## config.mk

```make
export PLATFORM = sky130hd
export DESIGN_NAME = fb_write_sink
export DESIGN_NICKNAME = d
export VERILOG_FILES = /design/src/rtl/gfx_pkg.sv /design/src/rtl/fb_addr_gen.sv /design/src/rtl/fb_write_sink.sv
export SDC_FILE = /design/constraint.sdc
export NUM_CORES = 1
export LEC_CHECK = 0
export BUFFER_PORTS_ARGS = -buffer_cell sky130_fd_sc_hd__buf_2
export CORE_ASPECT_RATIO = 1.4
export CORE_UTILIZATION = 54
export DETAILED_ROUTE_END_ITERATION = 10
export PLACE_DENSITY_LB_ADDON = 0.08
export SETUP_SLACK_MARGIN = 0.02
export SYNTH_ARGS = -nofsm -noshare
export SYNTH_HDL_FRONTEND = slang
export SYNTH_SLANG_ARGS = --single-unit
```

## constraint.sdc

```tcl
create_clock -name clk -period 4.9 [get_ports clk]
set_input_delay 0.735 -clock clk [delete_from_list [all_inputs] [get_ports clk]]
set_output_delay 0.735 -clock clk [all_outputs]
set_load 0.005 [all_outputs]
```

## src/rtl/gfx_pkg.sv

```systemverilog
// Shared graphics definitions: default raster geometry and write-sink FSM encoding.
package gfx_pkg;

  localparam int unsigned COLOR_DEPTH_DEF = 9;
  localparam int unsigned DRAW_WIDTH_DEF  = 640;
  localparam int unsigned DRAW_HEIGHT_DEF = 480;

  typedef enum logic [2:0] {
    S_IDLE   = 3'd0,
    S_GRANT  = 3'd1,
    S_WAIT   = 3'd2,
    S_STREAM = 3'd3,
    S_COMMIT = 3'd4
  } sink_state_e;

  // Width of a select/index field for n items, never narrower than one bit.
  function automatic int unsigned sel_width(input int unsigned n);
    return (n <= 1) ? 1 : $clog2(n);
  endfunction

endpackage

```

## src/rtl/fb_addr_gen.sv

```systemverilog
// Framebuffer address generator.
// Registers the bus coordinates and active flag, range-checks them and forms
// the linear pixel address {bank, y*DRAW_WIDTH+x}.
// Ports:
//   clk, resetN   clock, async active-low reset
//   sample_en     capture bus inputs this cycle (otherwise delay regs clear)
//   write_en      allow fb_we to assert
//   bank          bank bit placed in the address MSB
//   active/x_addr/y_addr  raw bus inputs
//   act_d         registered active flag
//   pixel_valid   act_d with in-range registered coordinates
//   fb_we/fb_addr framebuffer write strobe and address
module fb_addr_gen
  import gfx_pkg::*;
#(
  parameter int unsigned DRAW_WIDTH  = DRAW_WIDTH_DEF,
  parameter int unsigned DRAW_HEIGHT = DRAW_HEIGHT_DEF,
  parameter int unsigned ADDR_W      = $clog2(DRAW_WIDTH * DRAW_HEIGHT) + 1
) (
  input  logic              clk,
  input  logic              resetN,
  input  logic              sample_en,
  input  logic              write_en,
  input  logic              bank,
  input  logic              active,
  input  logic [31:0]       x_addr,
  input  logic [31:0]       y_addr,
  output logic              act_d,
  output logic              pixel_valid,
  output logic              fb_we,
  output logic [ADDR_W-1:0] fb_addr
);

  localparam int unsigned PIX_W = ADDR_W - 1;

  logic [31:0]      x_d;
  logic [31:0]      y_d;
  logic             in_range;
  logic [PIX_W-1:0] lin_addr;

  // Bus delay registers; cleared outside the sampling window so a floating bus has no effect.
  always_ff @(posedge clk or negedge resetN) begin
    if (!resetN) begin
      act_d <= 1'b0;
      x_d   <= 32'd0;
      y_d   <= 32'd0;
    end else if (sample_en) begin
      act_d <= active;
      x_d   <= x_addr;
      y_d   <= y_addr;
    end else begin
      act_d <= 1'b0;
      x_d   <= 32'd0;
      y_d   <= 32'd0;
    end
  end

  // Range check and constant multiply-add; address forced to zero when not writing.
  always_comb begin
    in_range    = (x_d < 32'(DRAW_WIDTH)) && (y_d < 32'(DRAW_HEIGHT));
    pixel_valid = act_d && in_range;
    fb_we       = pixel_valid && write_en;
    lin_addr    = PIX_W'(y_d) * PIX_W'(DRAW_WIDTH) + PIX_W'(x_d);
    fb_addr     = fb_we ? {bank, lin_addr} : '0;
  end

endmodule

```

## src/rtl/fb_write_sink.sv

```systemverilog
// Receiving end of the shared draw-source write bus.
// Grants one source a frame, captures its raster stream into the back bank of a
// double-buffered framebuffer and swaps banks when the stream ends.
// Ports:
//   clk, resetN                 clock, async active-low reset
//   frame_tick, src_req         frame start request and source to grant
//   write_source_sel            bus source select (held for the whole frame)
//   write_awaited               one-cycle grant pulse
//   write_active/color/x/y      raster stream from the selected source
//   fb_we/fb_addr/fb_wdata      framebuffer write port
//   fb_front_bank               bank currently displayed
//   frame_done                  one-cycle pulse on bank swap
//   frame_error                 sticky pixel-count or timeout error, cleared on grant
//   busy                        FSM not idle
module fb_write_sink
  import gfx_pkg::*;
#(
  parameter  int unsigned NUM_SOURCES = 2,
  parameter  int unsigned COLOR_DEPTH = COLOR_DEPTH_DEF,
  parameter  int unsigned DRAW_WIDTH  = DRAW_WIDTH_DEF,
  parameter  int unsigned DRAW_HEIGHT = DRAW_HEIGHT_DEF,
  parameter  int unsigned TIMEOUT     = 1024,
  localparam int unsigned SEL_W       = sel_width(NUM_SOURCES),
  localparam int unsigned ADDR_W      = $clog2(DRAW_WIDTH * DRAW_HEIGHT) + 1
) (
  input  logic                   clk,
  input  logic                   resetN,
  input  logic                   frame_tick,
  input  logic [SEL_W-1:0]       src_req,
  output logic [SEL_W-1:0]       write_source_sel,
  output logic                   write_awaited,
  input  logic                   write_active,
  input  logic [COLOR_DEPTH-1:0] write_color_data,
  input  logic [31:0]            write_x_addr,
  input  logic [31:0]            write_y_addr,
  output logic                   fb_we,
  output logic [ADDR_W-1:0]      fb_addr,
  output logic [COLOR_DEPTH-1:0] fb_wdata,
  output logic                   fb_front_bank,
  output logic                   frame_done,
  output logic                   frame_error,
  output logic                   busy
);

  localparam int unsigned NUM_PIX = DRAW_WIDTH * DRAW_HEIGHT;
  localparam int unsigned CNT_W   = $clog2(NUM_PIX + 1);
  localparam int unsigned TIMER_W = (TIMEOUT > 1) ? $clog2(TIMEOUT) : 1;

  sink_state_e      state;
  logic [CNT_W-1:0] pix_cnt;
  logic [TIMER_W-1:0] timer;
  logic             act_d;
  logic             pixel_valid;
  logic             sample_en;
  logic             write_en;

  assign sample_en = (state == S_WAIT) || (state == S_STREAM);
  assign write_en  = (state == S_STREAM);

  fb_addr_gen #(
    .DRAW_WIDTH  (DRAW_WIDTH),
    .DRAW_HEIGHT (DRAW_HEIGHT),
    .ADDR_W      (ADDR_W)
  ) u_addr_gen (
    .clk         (clk),
    .resetN      (resetN),
    .sample_en   (sample_en),
    .write_en    (write_en),
    .bank        (~fb_front_bank),
    .active      (write_active),
    .x_addr      (write_x_addr),
    .y_addr      (write_y_addr),
    .act_d       (act_d),
    .pixel_valid (pixel_valid),
    .fb_we       (fb_we),
    .fb_addr     (fb_addr)
  );

  // Color lags coordinates by one cycle, so the current bus color belongs to the registered pixel.
  assign fb_wdata = fb_we ? write_color_data : '0;

  // Frame sequencing FSM with registered status outputs.
  always_ff @(posedge clk or negedge resetN) begin
    if (!resetN) begin
      state            <= S_IDLE;
      write_source_sel <= '0;
      write_awaited    <= 1'b0;
      fb_front_bank    <= 1'b0;
      frame_done       <= 1'b0;
      frame_error      <= 1'b0;
      busy             <= 1'b0;
      pix_cnt          <= '0;
      timer            <= '0;
    end else begin
      write_awaited <= 1'b0;
      frame_done    <= 1'b0;
      case (state)
        S_IDLE: begin
          if (frame_tick) begin
            state            <= S_GRANT;
            write_source_sel <= src_req;
            write_awaited    <= 1'b1;
            busy             <= 1'b1;
          end
        end
        S_GRANT: begin
          frame_error <= 1'b0;
          pix_cnt     <= '0;
          timer       <= '0;
          state       <= S_WAIT;
        end
        S_WAIT: begin
          if (write_active) begin
            state <= S_STREAM;
          end else if (timer == TIMER_W'(TIMEOUT - 1)) begin
            state       <= S_IDLE;
            frame_error <= 1'b1;
            busy        <= 1'b0;
          end else begin
            timer <= timer + TIMER_W'(1);
          end
        end
        S_STREAM: begin
          if (pixel_valid) begin
            pix_cnt <= pix_cnt + CNT_W'(1);
          end
          // act_d is high on entry, so a low act_d here is the falling edge of the stream.
          if (!act_d) begin
            state         <= S_COMMIT;
            frame_done    <= 1'b1;
            fb_front_bank <= ~fb_front_bank;
            if (pix_cnt != CNT_W'(NUM_PIX)) begin
              frame_error <= 1'b1;
            end
          end
        end
        S_COMMIT: begin
          state <= S_IDLE;
          busy  <= 1'b0;
        end
        default: begin
          state <= S_IDLE;
          busy  <= 1'b0;
        end
      endcase
    end
  end

endmodule
```

======== Word level (Yosys, flattened, before mapping) ========
Cells that the tools add are included.
cells by class
  $add $sub $neg .......................... 3
  multipliers ............................. 1
  $lt $le $gt $ge ......................... 2
  equal/unequal tests ..................... 13
  muxes and demuxes ....................... 28
  bitwise gates (word level) .............. 3
  reduce and logical (&&, ||, !) cells .... 16
operators with widths
  operator                                                                 number
  32-bit two-way mux                                                       2
  19-bit one-hot mux with 2 select lines                                   1
  32-bit by 10-bit < comparator with 1-bit output (second input constant)  1
  32-bit by 9-bit < comparator with 1-bit output (second input constant)   1
  10-bit two-way mux                                                       2
  20-bit two-way mux                                                       1
  10-bit one-hot mux with 2 select lines                                   1
  19-bit by 1-bit adder with 19-bit output (second input constant)         1
  19-bit adder                                                             1
  19-bit by 3-bit multiplier with 12-bit output (second input constant)    1
  19-bit two-way mux                                                       1
  19-bit != test (second input constant)                                   1
  1-bit two-way mux                                                        12
  3-bit two-way mux                                                        4
  2-bit != test (second input constant)                                    6
  3-bit one-hot mux with 4 select lines                                    1
  10-bit by 1-bit adder with 10-bit output (second input constant)         1
  10-bit == test (second input constant)                                   1
  9-bit two-way mux                                                        1
  3-bit by 2-bit == test with 1-bit output (second input constant)         2
  1-bit one-hot mux with 3 select lines                                    2
  2-bit AND reduction                                                      3
  3-bit AND reduction                                                      2
  5-bit AND reduction                                                      1
  other kinds (11)                                                         16
storage, ports and cells
  bits in registers ....................... 103
  bits of input ports ..................... 78
  output and inout bits ................... 36
  logic and storage cells ................. 78

======== Depth between registers and ports, before layout ========
Gate-level depths: netlist (run 1).
  depth in word-level cells ............... 5
  gate-level depth with buffers ........... 16

======== By module ========
From an unflattened synthesis (run 1), not the netlist that was laid out.
unflattened totals
  cell total of the unflattened synthesis .. 511
  area, all modules ....................... 5,275.1 um^2
modules (own cells, without submodules)
  module         times used  cells an instance  area each (um^2)  sequential area each (um^2)
  fb_addr_gen    1           288                3,189.3           1,626.6
  fb_write_sink  1           223                2,085.8           950.9

======== Worst setup path before layout (run 1) ========
No wires, ideal clock.
  path kind ............................... reg2out
  from .................................... register u_addr_gen.y_d[1]
  to ...................................... output fb_addr[18]
  data arrival time ....................... 2,998 ps
  required time ........................... 4,165 ps
  setup slack ............................. 1,167 ps
  stages on the path, launching flop included .. 15
  path buffers ............................ 0
  cells stage by stage .................... dfrtp_1 -> ha_1 -> ha_1 -> inv_1 -> fa_1 -> nor2b_1 -> o2111ai_1 -> nand2_1 -> nor2_1 -> xnor2_1 -> ha_1 -> nand2_1 -> o41a_1 -> or3_1 -> a21oi_1
on the way
  longest elaborated chain between the ends .. 5
  elaborated cells on any way between the ends .. 7
RTL lines
  element                                                                                RTL line             RTL
  from (decl)                                                                            fb_addr_gen.sv:37    logic [31:0] y_d;
  from (signal assigned)                                                                 fb_addr_gen.sv:50    y_d <= y_addr;
  branches (longest 4 deep; another with 19-bit by 3-bit multiplier with 12-bit output)  -
  20-bit two-way mux (*)                                                                 fb_addr_gen.sv:64    fb_addr = fb_we ? {bank, lin_addr} : '0;
  to (decl)                                                                              fb_write_sink.sv:37  output logic [ADDR_W-1:0] fb_addr,
Every way passes the cells marked *.

======== Worst setup path after layout (run 1) ========
  from .................................... register u_addr_gen.y_d[2]
  to ...................................... output fb_addr[18]
Same word-level chain as after synthesis.

==> flow_summary.toml, run 1 <==
[power_and_ir_drop]
power_density_nw_per_um2 = 474
leakage_nw = 3.13
clkPwrFrac = 0.254
p_total_w = 0.00289
comb_power_share = 0.342
peakVddDrop_uv = 271
switchingPower_w = 0.000993
p_int_w = 0.00190
switching_share = 0.343
p_seq_frac = 0.404

[global_routing]
grt_pass1_wl_mm = 17.2
grt_pass1_vias = 3854
gr-total-overflow = 0
grt_usage = 0.219
antenna_found_initial = 0
grt_start_max_net_pins = 67

[timing]
relSlewSlack = 0.338
maxSlewViolCount = 0
fmax_mhz = 227
clock_skew_ps = 8.22
period_needed_ps = 4410
final-setup-viol-count = 0
fin_crit_sh = 0.899
finalHoldViolations = 0
rsz0062_at_grt = "false"
setup-tns-final_ps = 0
tightest_slew_ps = 993

[worst_hold_path]
hp-class = "in -> async"

[synthesis]
synth-seq-area-share = 0.500
synth_cell_types = 47
avgSynthCellArea_um2 = 10.4
synth_fp_nets = 608
syn_inst = 496
ys_warn_count = 0
synth_edf_count = 0
ys.flop_type = "dfrtp_1"
syn_area_um2 = 5150
synthArstFlopShare = 1.00
ys_ff_latch = 103

[clock_tree]
cts.path.max_buffers = 2
hold_buffers = 0
clock-root-buffer = "clkbuf_16"
cts.sinks = 103
clk_pin_slew_worst_paths_ps = 70
postCtsSetupBuffers = 0
clk_latency_ps = 340
numCtsBuffers = 9
cts_resized = 0
tritoncts = "built"
cts_max_level = 3

[flow_run]
drv_cap = 0

[final_layout]
fin_util = 0.669
mostFrequentLayoutCell = "buf_2"
area_delta_synth_final_pct = 18.5
nFillCells = 742
layout_common_cells = "112 x buf_2, 103 x dfrtp_1, 89 x and2_1"
drive_gt1_frac = 0.228
finalNonFillerCells = 716
diodes = 0
fin_nets = 716

[worst_setup_path]
cp_cell_sequence = "ha_1, ha_1, a21o_1, a21oi_1, o21bai_1, o21ai_0, o2bb2ai_1, xnor2_1, ha_1, nand2_1, o41a_1, or3_1, a21oi_1, buf_2"
crit_slowest_cell = "dfrtp_1"
crit_top_cell = "ha_1"
rr_worst_depth = 7
crit_path_start_kind = "flip-flop"
critPathCaptureType = "output port"
r2r-start = "u_addr_gen.act_d$_DFF_PN0_"
reg2reg_to = "pix_cnt[15]$_DFFE_PN0P_"
r2r_slack_ps = 2090
worstPathArrival_ps = 3670
required_ps = 4160
crit_fanout = 3
critPathTopFamily = "compound AO/OA/AOI/OAI gates"
cp_num_buf_inv = 1
slowest_delay_ps = 390
crit_type = "reg -> out"

[route]
postRouteAntennaNets = 0
drt_iter0_drc = 190
drt_wl_total_mm = 10.3
drc = 0
wl_per_cell_um = 14.3
via_count = 3885
drtPass1Iterations = 6
via_per_inst = 5.43

[die]
start_util = 0.565
dieArea_um2 = 9950
core_area_um2 = 9130
num_io_pins = 114
rows = 41
fp.dieH_um = 118
fp.dieW_um = 84.6

[placed_design]
io_buffers = 113
post-dp-hpwl_mm = 7.65
gp_congestion = 0.837
place_inst = 700

[outcome]
status = "completed"
-- power groups by stage --
stage	Sequential, W	Clock (W)	Combinational [W]
CTS	0.00117	0.000755	0.000994
finish	0.00117	0.000736	0.000990
floorplan	0.00115	0	0.000755
detailed placement	0.00119	0	0.000983
global route	0.00119	0.000790	0.00112
global placement	0.00118	0	0.000959
-- per-layer routing --
metal / part of all wire / routed length [um] / vias up / track usage
met1: 0.41 / 4190 / 1845 / 0.250
met4: 0.034 / 345 / 0 / 0.115
li1: - / - / 1903 / -
met5: 0 / 0 / - / 0
met2: 0.53 / 5400 / 110 / 0.393
met3: 0.032 / 329 / 27 / 0.0316
-- registers in the layout, summed over array words and instances, names as in the netlist --
signal	cells
busy	1
fb_front_bank	1
frame_done	1
frame_error	1
pix_cnt	19
state	3
timer	10
u_addr_gen.act_d	1
u_addr_gen.x_d	32
u_addr_gen.y_d	32
write_awaited	1
write_source_sel	1
-- area by class of cell --
type | instances | area (um^2) | share of cell area
Sequential cell | 103 | 2580 | 0.422
Multi-Input combinational cell | 360 | 2440 | 0.400
Timing Repair Buffer | 115 | 583 | 0.0955
Clock buffer | 10 | 239 | 0.0391
Tap cell | 107 | 134 | 0.0219
Clock inverter | 6 | 75.1 | 0.0123
Inverter | 15 | 57.6 | 0.00942
-- synth_stat cells, types with 14 or more instances --
cell | count | area (um^2)
dfrtp_1 | 103 | 2580
and2_1 | 89 | 557
nor2_1 | 47 | 176
ha_1 | 32 | 400
xor2_1 | 25 | 219
nand2_1 | 24 | 90.1
o21ai_0 | 18 | 90.1
a21oi_1 | 15 | 75.1
nand4_1 | 15 | 93.8
inv_1 | 14 | 52.6
nand3_1 | 14 | 70.1
nor4_1 | 14 | 87.6
-- kinds of logic after synthesis --
family                   share of synthesized area
AND/OR/NAND/NOR                              0.244
flip-flops                                   0.500
AO/OA/AOI/OAI                               0.0723
XOR/XNOR                                    0.0646
adder cells (fa/ha/maj)                     0.0854
buffers and inverters                       0.0279
multiplexers                               0.00607
-- per-stage QoR --
step                cell area [um^2]  hold slack (ps)  setup WS [ps]
floorplan                       5150              439           1170
global placement                5790              477            945
detailed placement              5790              492            852
CTS                             6110              457            457
global route                    6110              496            241
finish                          6110              435            494
-- how the worst max path moves through the flow --
stage	end	cells past startpoint	slack, ps	start
final	fb_addr[18]	14	490	u_addr_gen.y_d[2]$_DFF_PN0_
after global routing	fb_addr[18]	15	240	u_addr_gen.y_d[1]$_DFF_PN0_
after CTS	fb_addr[18]	14	460	u_addr_gen.y_d[2]$_DFF_PN0_
after detailed placement	fb_addr[18]	14	850	u_addr_gen.y_d[2]$_DFF_PN0_
after global placement	fb_addr[18]	15	940	u_addr_gen.y_d[1]$_DFF_PN0_
after floorplan	fb_addr[18]	14	1170	u_addr_gen.y_d[1]$_DFF_PN0_
No activity file was read; power rests on OpenSTA's default activity.
==> run 2: changes to the inputs <==
PLACE_DENSITY = 0.8   (was unset)
PLACE_DENSITY_LB_ADDON = unset   (was 0.08)
==> run 2 against run 1 <==
  * Total power shrank 1.8%
  * Clock power shrank 7.7%
  * Design area shrank 0.43%
  * Sequential share of layout area grew 0.18 points
  * Utilization shrank 0.29 points
  * Die area is the same
  * Worst setup slack lost 81 ps
  * Non-clock buffer count is the same
  * Clock skew shrank 3.0 ps
  * Cell count is the same
  * Worst hold slack gained 31 ps
  * Largest power group unchanged
==> flow_summary.toml, run 2 (synthesis gave the netlist of run 1 again) <==
[global_routing]
antenna_found_initial = 0
grt_pass1_wl_mm = 17.7
grt_start_max_net_pins = 71
grt_pass1_vias = 4086
gr-total-overflow = 0
grt_usage = 0.225

[timing]
finalHoldViolations = 0
setup-tns-final_ps = 0
clock_skew_ps = 5.17
tightest_slew_ps = 1010
fin_crit_sh = 0.916
fmax_mhz = 223
period_needed_ps = 4490
final-setup-viol-count = 0
maxSlewViolCount = 0
relSlewSlack = 0.327
rsz0062_at_grt = "false"
setup_ws_ps = 414

[clock_tree]
cts_max_level = 3
clock-root-buffer = "clkbuf_16"
hold_buffers = 0
cts.sinks = 103
numCtsBuffers = 9
clk_latency_ps = 340
cts.path.max_buffers = 2
tritoncts = "built"
postCtsSetupBuffers = 0
cts_resized = 0
clk_pin_slew_worst_paths_ps = 70

[worst_setup_path]
slowest_delay_ps = 440
crit_slowest_cell = "dfrtp_1"
crit_top_cell = "ha_1"
crit_fanout = 4
rr_worst_depth = 7
r2r-start = "u_addr_gen.act_d$_DFF_PN0_"
r2r_slack_ps = 2030
required_ps = 4160
crit_path_start_kind = "flip-flop"
reg2reg_to = "pix_cnt[11]$_DFFE_PN0P_"
worst-path-stages = 15
critPathTopFamily = "adder cells"
crit_type = "reg -> out"
worstPathArrival_ps = 3750
cp_num_buf_inv = 2
critPathCaptureType = "output port"
cp_cell_sequence = "ha_1, ha_1, inv_1, fa_1, nor2b_1, o2111ai_1, nand2_1, nor2_1, xnor2_1, ha_1, nand2_1, o41a_1, or3_1, a21oi_1, buf_2"

[route]
drc = 0
via_per_inst = 5.48
drt_iter0_drc = 249
drt_wl_total_mm = 10.5
wl_per_cell_um = 14.6
via_count = 3921
postRouteAntennaNets = 0
drtPass1Iterations = 6

[placed_design]
post-dp-hpwl_mm = 7.96
io_buffers = 113
place_ws_ps = 772
gp_congestion = 0.855

[die]
fp.dieH_um = 118
num_io_pins = 114
fp.dieW_um = 84.6
rows = 41
dieArea_um2 = 9950
start_util = 0.565
core_area_um2 = 9130

[power_and_ir_drop]
power_density_nw_per_um2 = 468
peakVddDrop_uv = 301
leakage_nw = 3.12

[outcome]
status = "completed"

[final_layout]
top_regs = "u_addr_gen.x_d x32, u_addr_gen.y_d x32, pix_cnt x19"
diodes = 0
nFillCells = 717
area_delta_synth_final_pct = 18.0
layout_common_cells = "112 x buf_2, 103 x dfrtp_1, 89 x and2_1"
seqCellArea_um2 = 2580
fin_nets = 716
mostFrequentLayoutCell = "buf_2"
drive_gt1_frac = 0.228
multiInputGateArea_um2 = 2440

[worst_hold_path]
hp-class = "in -> async"

[flow_run]
drv_cap = 0
run 2: cell types whose count changed in the layout (fill, tap and decap cells not counted), sizes merged:
cell / before / now
clkinv: 2 / 3
inv: 17 / 18
clkbuf: 10 / 9
bufinv: 1 / 0
run 2: final cells by class:
class                           count  area share
Sequential cell                   103       0.424
Multi-Input combinational cell    360       0.401
Timing Repair Buffer              115      0.0959
Clock buffer                        9      0.0370
Tap cell                          107      0.0220
Clock inverter                      7      0.0103
Inverter                           15     0.00947
run 2: worst max-delay path by stage:
stage,start,to
5_1_grt,u_addr_gen.y_d[1]$_DFF_PN0_,fb_addr[18]
3_5_place_dp,u_addr_gen.y_d[1]$_DFF_PN0_,fb_addr[18]
4_1_cts,u_addr_gen.y_d[1]$_DFF_PN0_,fb_addr[18]
2_1_floorplan,u_addr_gen.y_d[1]$_DFF_PN0_,fb_addr[18]
3_3_place_gp,u_addr_gen.y_d[1]$_DFF_PN0_,fb_addr[18]
6_report,u_addr_gen.y_d[1]$_DFF_PN0_,fb_addr[18]
run 2: worst register-to-register path, stage by stage, from the launching register on:
cell and delay, ps:
dfrtp_1 460, nor4b_2 380, nand4_1 190, or4_1 820, clkinv_2 430, nand4_1 180
xnor2_1 190, nor2_1 60
run 2: per-stage QoR:
step | util | hold WS [ps] | cells | total power, W | instance area [um^2]
floorplan | - | 439 | 496 | 0.00190 | 5150
global placement | 0.634 | 484 | 700 | 0.00213 | 5790
detailed placement | 0.634 | 489 | 700 | 0.00218 | 5790
CTS | 0.666 | 502 | 716 | 0.00287 | 6080
global route | 0.666 | 517 | 716 | 0.00305 | 6080
finish | 0.666 | 467 | 716 | 0.00284 | 6080
run 2: metal layers:
layer | global-route usage | wire (um)
met2 | 0.412 | 5560
met4 | 0.148 | 500
met1 | 0.236 | 4050
met5 | 0 | 0
met3 | 0.0330 | 349
run 2: power by group:
group	leakage (nW)	internal, W	switching (W)
registers	1.37	0.00105	0.000124
logic	1.60	0.000438	0.000556
clock network	0.139	0.000355	0.000324
total	3.12	0.00184	0.00100
